$ cat src/rtl/instruction_fetcher.sv
// Instruction prefetcher: issues single-word requests to a BRAM-style medium,
// buffers returned words with their addresses in a small FIFO, and handles
// CPU redirects by flushing the FIFO and discarding any in-flight word.
module instruction_fetcher #(
    parameter int unsigned ADDRS      = 256,
    parameter int unsigned OP_SIZE    = 8,
    parameter int unsigned FIFO_DEPTH = 4,
    localparam int unsigned ADDR_SIZE = $clog2(ADDRS)
) (
    input  logic                 clk_in,
    input  logic                 rst_in,
    output logic [ADDR_SIZE-1:0] mem_addr_out,
    output logic                 mem_ready_out,
    input  logic [OP_SIZE-1:0]   mem_instruction_in,
    input  logic                 mem_valid_in,
    input  logic                 jump_in,
    input  logic [ADDR_SIZE-1:0] jump_addr_in,
    output logic [OP_SIZE-1:0]   instr_out,
    output logic [ADDR_SIZE-1:0] instr_addr_out,
    output logic                 instr_valid_out,
    input  logic                 instr_ready_in
);

    localparam int unsigned PTR_W = $clog2(FIFO_DEPTH);
    localparam int unsigned CNT_W = PTR_W + 1;
    localparam logic [CNT_W:0] DEPTH_EXT = (CNT_W + 1)'(FIFO_DEPTH);
    localparam logic [ADDR_SIZE-1:0] LAST_ADDR = ADDR_SIZE'(ADDRS - 1);

    localparam logic [1:0] IDLE = 2'd0;
    localparam logic [1:0] REQ  = 2'd1;
    localparam logic [1:0] WAIT = 2'd2;

    logic [1:0]           state_q, state_d;
    logic [ADDR_SIZE-1:0] pc_q, pc_d;
    logic [ADDR_SIZE-1:0] addr_q, addr_d;
    logic                 discard_q, discard_d;
    logic [PTR_W-1:0]     rd_ptr_q, rd_ptr_d;
    logic [PTR_W-1:0]     wr_ptr_q, wr_ptr_d;
    logic [CNT_W-1:0]     count_q, count_d;

    logic [OP_SIZE-1:0]   fifo_instr_q [FIFO_DEPTH];
    logic [ADDR_SIZE-1:0] fifo_addr_q  [FIFO_DEPTH];

    logic [ADDR_SIZE-1:0] pc_inc;
    logic [CNT_W:0]       count_plus_one;
    logic                 push;
    logic                 pop;

    // Wrapping PC increment, safe for non-power-of-two address spaces.
    assign pc_inc = (pc_q == LAST_ADDR) ? '0 : pc_q + ADDR_SIZE'(1);
    assign count_plus_one = {1'b0, count_q} + (CNT_W + 1)'(1);

    // A redirect kills both the returning word and any pop in the same cycle.
    assign push = (state_q == WAIT) && mem_valid_in && !discard_q && !jump_in;
    assign pop  = instr_valid_out && instr_ready_in && !jump_in;

    // Fetch FSM, PC and discard-flag next state.
    always_comb begin
        state_d   = state_q;
        pc_d      = pc_q;
        addr_d    = addr_q;
        discard_d = discard_q;
        case (state_q)
            IDLE: begin
                if (!jump_in && (count_plus_one <= DEPTH_EXT)) begin
                    state_d = REQ;
                end
            end
            REQ: begin
                // Latch the request address so the medium sees it stable in WAIT.
                addr_d  = pc_q;
                state_d = WAIT;
                if (jump_in) begin
                    discard_d = 1'b1;
                end
            end
            WAIT: begin
                if (mem_valid_in) begin
                    state_d   = IDLE;
                    discard_d = 1'b0;
                    if (!discard_q && !jump_in) begin
                        pc_d = pc_inc;
                    end
                end else if (jump_in) begin
                    discard_d = 1'b1;
                end
            end
            default: state_d = IDLE;
        endcase
        if (jump_in) begin
            pc_d = jump_addr_in;
        end
    end

    // FIFO pointer and occupancy next state; a jump empties the buffer.
    always_comb begin
        rd_ptr_d = rd_ptr_q;
        wr_ptr_d = wr_ptr_q;
        count_d  = count_q;
        if (jump_in) begin
            rd_ptr_d = '0;
            wr_ptr_d = '0;
            count_d  = '0;
        end else begin
            if (push) begin
                wr_ptr_d = wr_ptr_q + PTR_W'(1);
            end
            if (pop) begin
                rd_ptr_d = rd_ptr_q + PTR_W'(1);
            end
            case ({push, pop})
                2'b10:   count_d = count_q + CNT_W'(1);
                2'b01:   count_d = count_q - CNT_W'(1);
                default: count_d = count_q;
            endcase
        end
    end

    // Control state registers with asynchronous active-low reset.
    always_ff @(posedge clk_in or negedge rst_in) begin
        if (!rst_in) begin
            state_q   <= IDLE;
            pc_q      <= '0;
            addr_q    <= '0;
            discard_q <= 1'b0;
            rd_ptr_q  <= '0;
            wr_ptr_q  <= '0;
            count_q   <= '0;
        end else begin
            state_q   <= state_d;
            pc_q      <= pc_d;
            addr_q    <= addr_d;
            discard_q <= discard_d;
            rd_ptr_q  <= rd_ptr_d;
            wr_ptr_q  <= wr_ptr_d;
            count_q   <= count_d;
        end
    end

    // FIFO storage; contents are only observed while count_q is non-zero.
    always_ff @(posedge clk_in) begin
        if (push) begin
            fifo_instr_q[wr_ptr_q] <= mem_instruction_in;
            fifo_addr_q[wr_ptr_q]  <= pc_q;
        end
    end

    // Outputs: request strobe only in REQ, head data forced to 0 when empty.
    always_comb begin
        mem_ready_out   = (state_q == REQ);
        mem_addr_out    = (state_q == REQ) ? pc_q : addr_q;
        instr_valid_out = (count_q != '0);
        instr_out       = instr_valid_out ? fifo_instr_q[rd_ptr_q] : '0;
        instr_addr_out  = instr_valid_out ? fifo_addr_q[rd_ptr_q] : '0;
    end

endmodule

$ cat config.mk
export PLATFORM = sky130hd
export DESIGN_NAME = instruction_fetcher
export DESIGN_NICKNAME = d
export VERILOG_FILES = /design/src/rtl/instruction_fetcher.sv
export SDC_FILE = /design/constraint.sdc
export NUM_CORES = 1
export LEC_CHECK = 0
export CORE_MARGIN = 3
export CORE_UTILIZATION = 59
export CTS_CLUSTER_DIAMETER = 80
export CTS_CLUSTER_SIZE = 30
export DETAILED_ROUTE_END_ITERATION = 6
export PLACE_DENSITY = 0.84
export SKIP_LAST_GASP = 1
export SLEW_MARGIN = 5
export SYNTH_ARGS = -nofsm -noshare
export SYNTH_HDL_FRONTEND = slang
export SYNTH_SLANG_ARGS = --single-unit
$ cat constraint.sdc
create_clock -name clk_in -period 5.1 [get_ports clk_in]
set_input_delay 1.02 -clock clk_in [delete_from_list [all_inputs] [get_ports clk_in]]
set_output_delay 1.02 -clock clk_in [all_outputs]
set_load 0.03 [all_outputs]
==> results by group <==
Synth
  – Top cell type's share of synthesized area: 49.12%
  – Post-synth ARST share: 28.89%
  – Post-Synthesis Cells: 242
  – Seq cells post-synth: 90
  – Synth cell count leaders: 64 x edfxtp_1, 26 x dfrtp_1, 20 x and2_1, 14 x nand2_1, 11 x mux4_2
  – Number of synthesized flops with an enable pin: 64
  – Syn Nets: 273
  – Largest cells by area after synthesis: edfxtp_1 49%, dfrtp_1 17%, mux4_2 6.3%, mux4_1 3.4%, and2_1 3.2%
  – Post-Syn Area: 3913 sq um
  – Yosys cell types: 39
  – Leading area contributor after synthesis: edfxtp_1
  – Seq/Total Area, Yosys: 65.75%
  – Most frequent cell after synthesis: edfxtp_1
  – Yosys warnings: 0
  – Post-synth top flop: edfxtp_1
  – Avg Inst Size Synth: 16.17 sq um

STA
  – Post-Route Skew: 0.007742 ns
  – Fin Hold WS: 0.5007 ns
  – Unrepaired setup endpoints after global routing: false
  – Worst-Margin Slew: 0.9914 ns
  – Setup ws final: 1.324 ns
  – Setup TNS: 0 ns
  – Final setup fails: 0
  – Slew Limit Fails: 0
  – Period minus WS final: 3.776 ns
  – Final period util: 74.05%
  – Worst slew margin: 33.91%
  – Highest Clock Rate: 264.8 MHz
  – Fin. Hold Viols: 0

Clock network
  – # Post-CTS Setup Buffers: 0
  – CTS Buffer Depth: 2
  – Post-CTS sizing: 0
  – H-tree lvl count: 3
  – Clock Latency Late Sink: 0.34 ns
  – Clock sinks: 90
  – CTS tree: done
  – CTS buffer count: 9
  – Clock-pin slew on the worst setup and hold paths: 0.08 ns
  – Root Buffer: clkbuf_8
  – CTS Hold Bufs: 0

Setup path
  – CP startpoint: rd_ptr_q[0]$_DFFE_PN0P_
  – Critical Path Stages: 3
  – Arrival @ worst endpoint: 2.76 ns
  – Worst Path Required: 4.08 ns
  – CP top delay family: flip-flops
  – Worst reg2reg setup slack: 2.60 ns
  – Setup crit end: instr_out[0]
  – CP Class: flip-flop to output pin
  – Slowest stage cell, crit path: dfrtp_1
  – R2R depth: 5
  – Worst Setup Start Kind: flip-flop
  – Reg2Reg Capture Point: fifo_instr_q[2][5]$_DFFE_PP_
  – Critical-path maximum fanout: 18
  – Buffers plus inverters on the worst setup path: 1
  – Critical path capture point type: output pin
  – Worst path cell trace: mux4_1 -> and2_1 -> clkdlybuf4s50_1
  – R2r startpoint: state_q[0]$_DFFE_PN0P_
  – Largest stage delay, worst path: 1.00 ns

Global routing
  – Vias in the first global route: 2,232
  – Grt total ovfl: 0
  – First-pass GRT wire length: 11.16 mm
  – Largest net degree at the start of global routing: 27
  – Overall Global Routing Usage: 19.57%
  – Antenna violations before repair: 0

Finish
  – Area grow syn2layout: 17.11%
  – Post-route cell area: 4582 sq um
  – Fill count: 417
  – Share of layout cells above drive strength 1: 14.29%
  – Diodes inserted: 0
  – Post-layout nets: 320

Detailed routing
  – Vias: 2,125
  – Via-per-instance ratio: 5.728
  – TritonRoute pass-1 iters: 4
  – Final WL: 6.606 mm
  – Routed Antenna Nets: 0
  – Initial drt markers: 100
  – Per-cell routed wire length: 17.81 microns
  – Drt drc: 0

Outcome
  – Status: finished, final reports clean

Floorplanning
  – I/O Pins: 47
  – Initial Util: 61.27%
  – Core box area: 6386 sq um
  – Row cnt: 29
  – Die area: 7645 sq um
  – Die Ht: 87.44 microns
  – Die width: 87.44 microns

Pwr
  – Pint: 1284 uW
  – Clock power frac: 25.2%
  – Power, Total: 1802 uW
  – Worst vdd ir: 0.3553 mV
  – PwrDens: 393.2 nW/um^2
  – Sw power: 517.8 uW
  – Switching Fraction: 28.74%
  – Sequential Power Share: 49.2%
  – Logic pwr share: 25.6%
  – Static Leakage: 0.001622 uW

Place
  – Post-Place Cell Area: 4395 sq um
  – Dpl ws: 1.620 ns
  – Gpl congestion: 0.7567
  – DP Wirelength: 4.384 mm
  – # port buffers: 46

Flow run
  – Max-cap viol count: 0

Hold path
  – Worst Hold Launch: addr_q[3]$_DFF_PN0_
  – Hold WC Path Type: flip-flop to flip-flop
-- stage by stage --
step                utilization, %  instances
floorplan                        -        242
CTS                          71.75        371
global route                 71.75        371
finish                       71.75        371
global placement             68.83        355
detailed placement           68.83        355
-- worst min path at each step --
stage	slack [ns]	to	depth (start not counted)
finish	0.50	addr_q[3]$_DFF_PN0_	1
global route	0.51	addr_q[0]$_DFF_PN0_	1
CTS	0.51	addr_q[0]$_DFF_PN0_	1
detailed placement	0.49	addr_q[7]$_DFF_PN0_	1
global placement	0.48	addr_q[0]$_DFF_PN0_	1
floorplan	0.51	state_q[1]$_DFFE_PN0P_	1
-- cell type report --
| class | instances | area (sq um) | area share, % |
|---|---|---|---|
| clock buffers | 11 | 131.4 | 2.867 |
| clock inverters | 5 | 55.05 | 1.202 |
| inverters | 5 | 18.77 | 0.4096 |
| multi-input cells | 135 | 1232 | 26.90 |
| flip-flops and latches | 90 | 2572 | 56.14 |
| well taps | 77 | 96.34 | 2.103 |
| repair buffers | 48 | 475.5 | 10.38 |
-- sequential cells by signal (all words and copies together), names as in the netlist --
name / cells
rd_ptr_q: 2
wr_ptr_q: 2
state_q: 2
discard_q: 1
count_q: 3
pc_q: 8
addr_q: 8
fifo_instr_q: 32
fifo_addr_q: 32
-- cells by family (layout without fill, tap and decap cells) --
kind of cell             after synthesis  count (layout)  share of synthesized area [%]
flip-flops                            90              90                          65.75
AND/OR/NAND/NOR                       65              65                          9.274
buffers and inverters                 17              69                          2.750
XOR/XNOR                               9               9                          2.015
AO/OA/AOI/OAI                         23              23                          3.742
adder cells (fa/ha/maj)               10              10                          3.390
multiplexers                          28              28                          13.08
-- power by group through the flow --
stage	Clock [uW]	Combinational, uW	Sequential (uW)
after CTS	466	467	887
after global placement	0	457	899
final	454	461	886
after detailed placement	0	463	903
after global routing	497	494	895
after floorplan	0	317	883
-- routing by layer --
layer	part of all wire [%]	track usage, %	wire length (microns)
met4	1.3	6.695	84
met3	4.4	3.784	290
met5	0	0	0
met2	51	33.08	3373
met1	43	25.48	2858
-- placed cells by master (no fill, tap or decap), drive strengths merged, types with 6 or more instances in the layout --
| cell type | Yosys | final |
|---|---|---|
| edfxtp | 64 | 64 |
| clkdlybuf4s50 | 0 | 46 |
| dfrtp | 26 | 26 |
| and2 | 21 | 21 |
| mux4 | 16 | 16 |
| nand2 | 14 | 14 |
| clkbuf | 4 | 11 |
| mux2 | 10 | 10 |
| o21ai | 10 | 10 |
| ha | 9 | 9 |
| nor2 | 8 | 8 |
| nand3 | 6 | 6 |
| xor2 | 6 | 6 |
No activity file was read; power rests on OpenSTA's default activity.
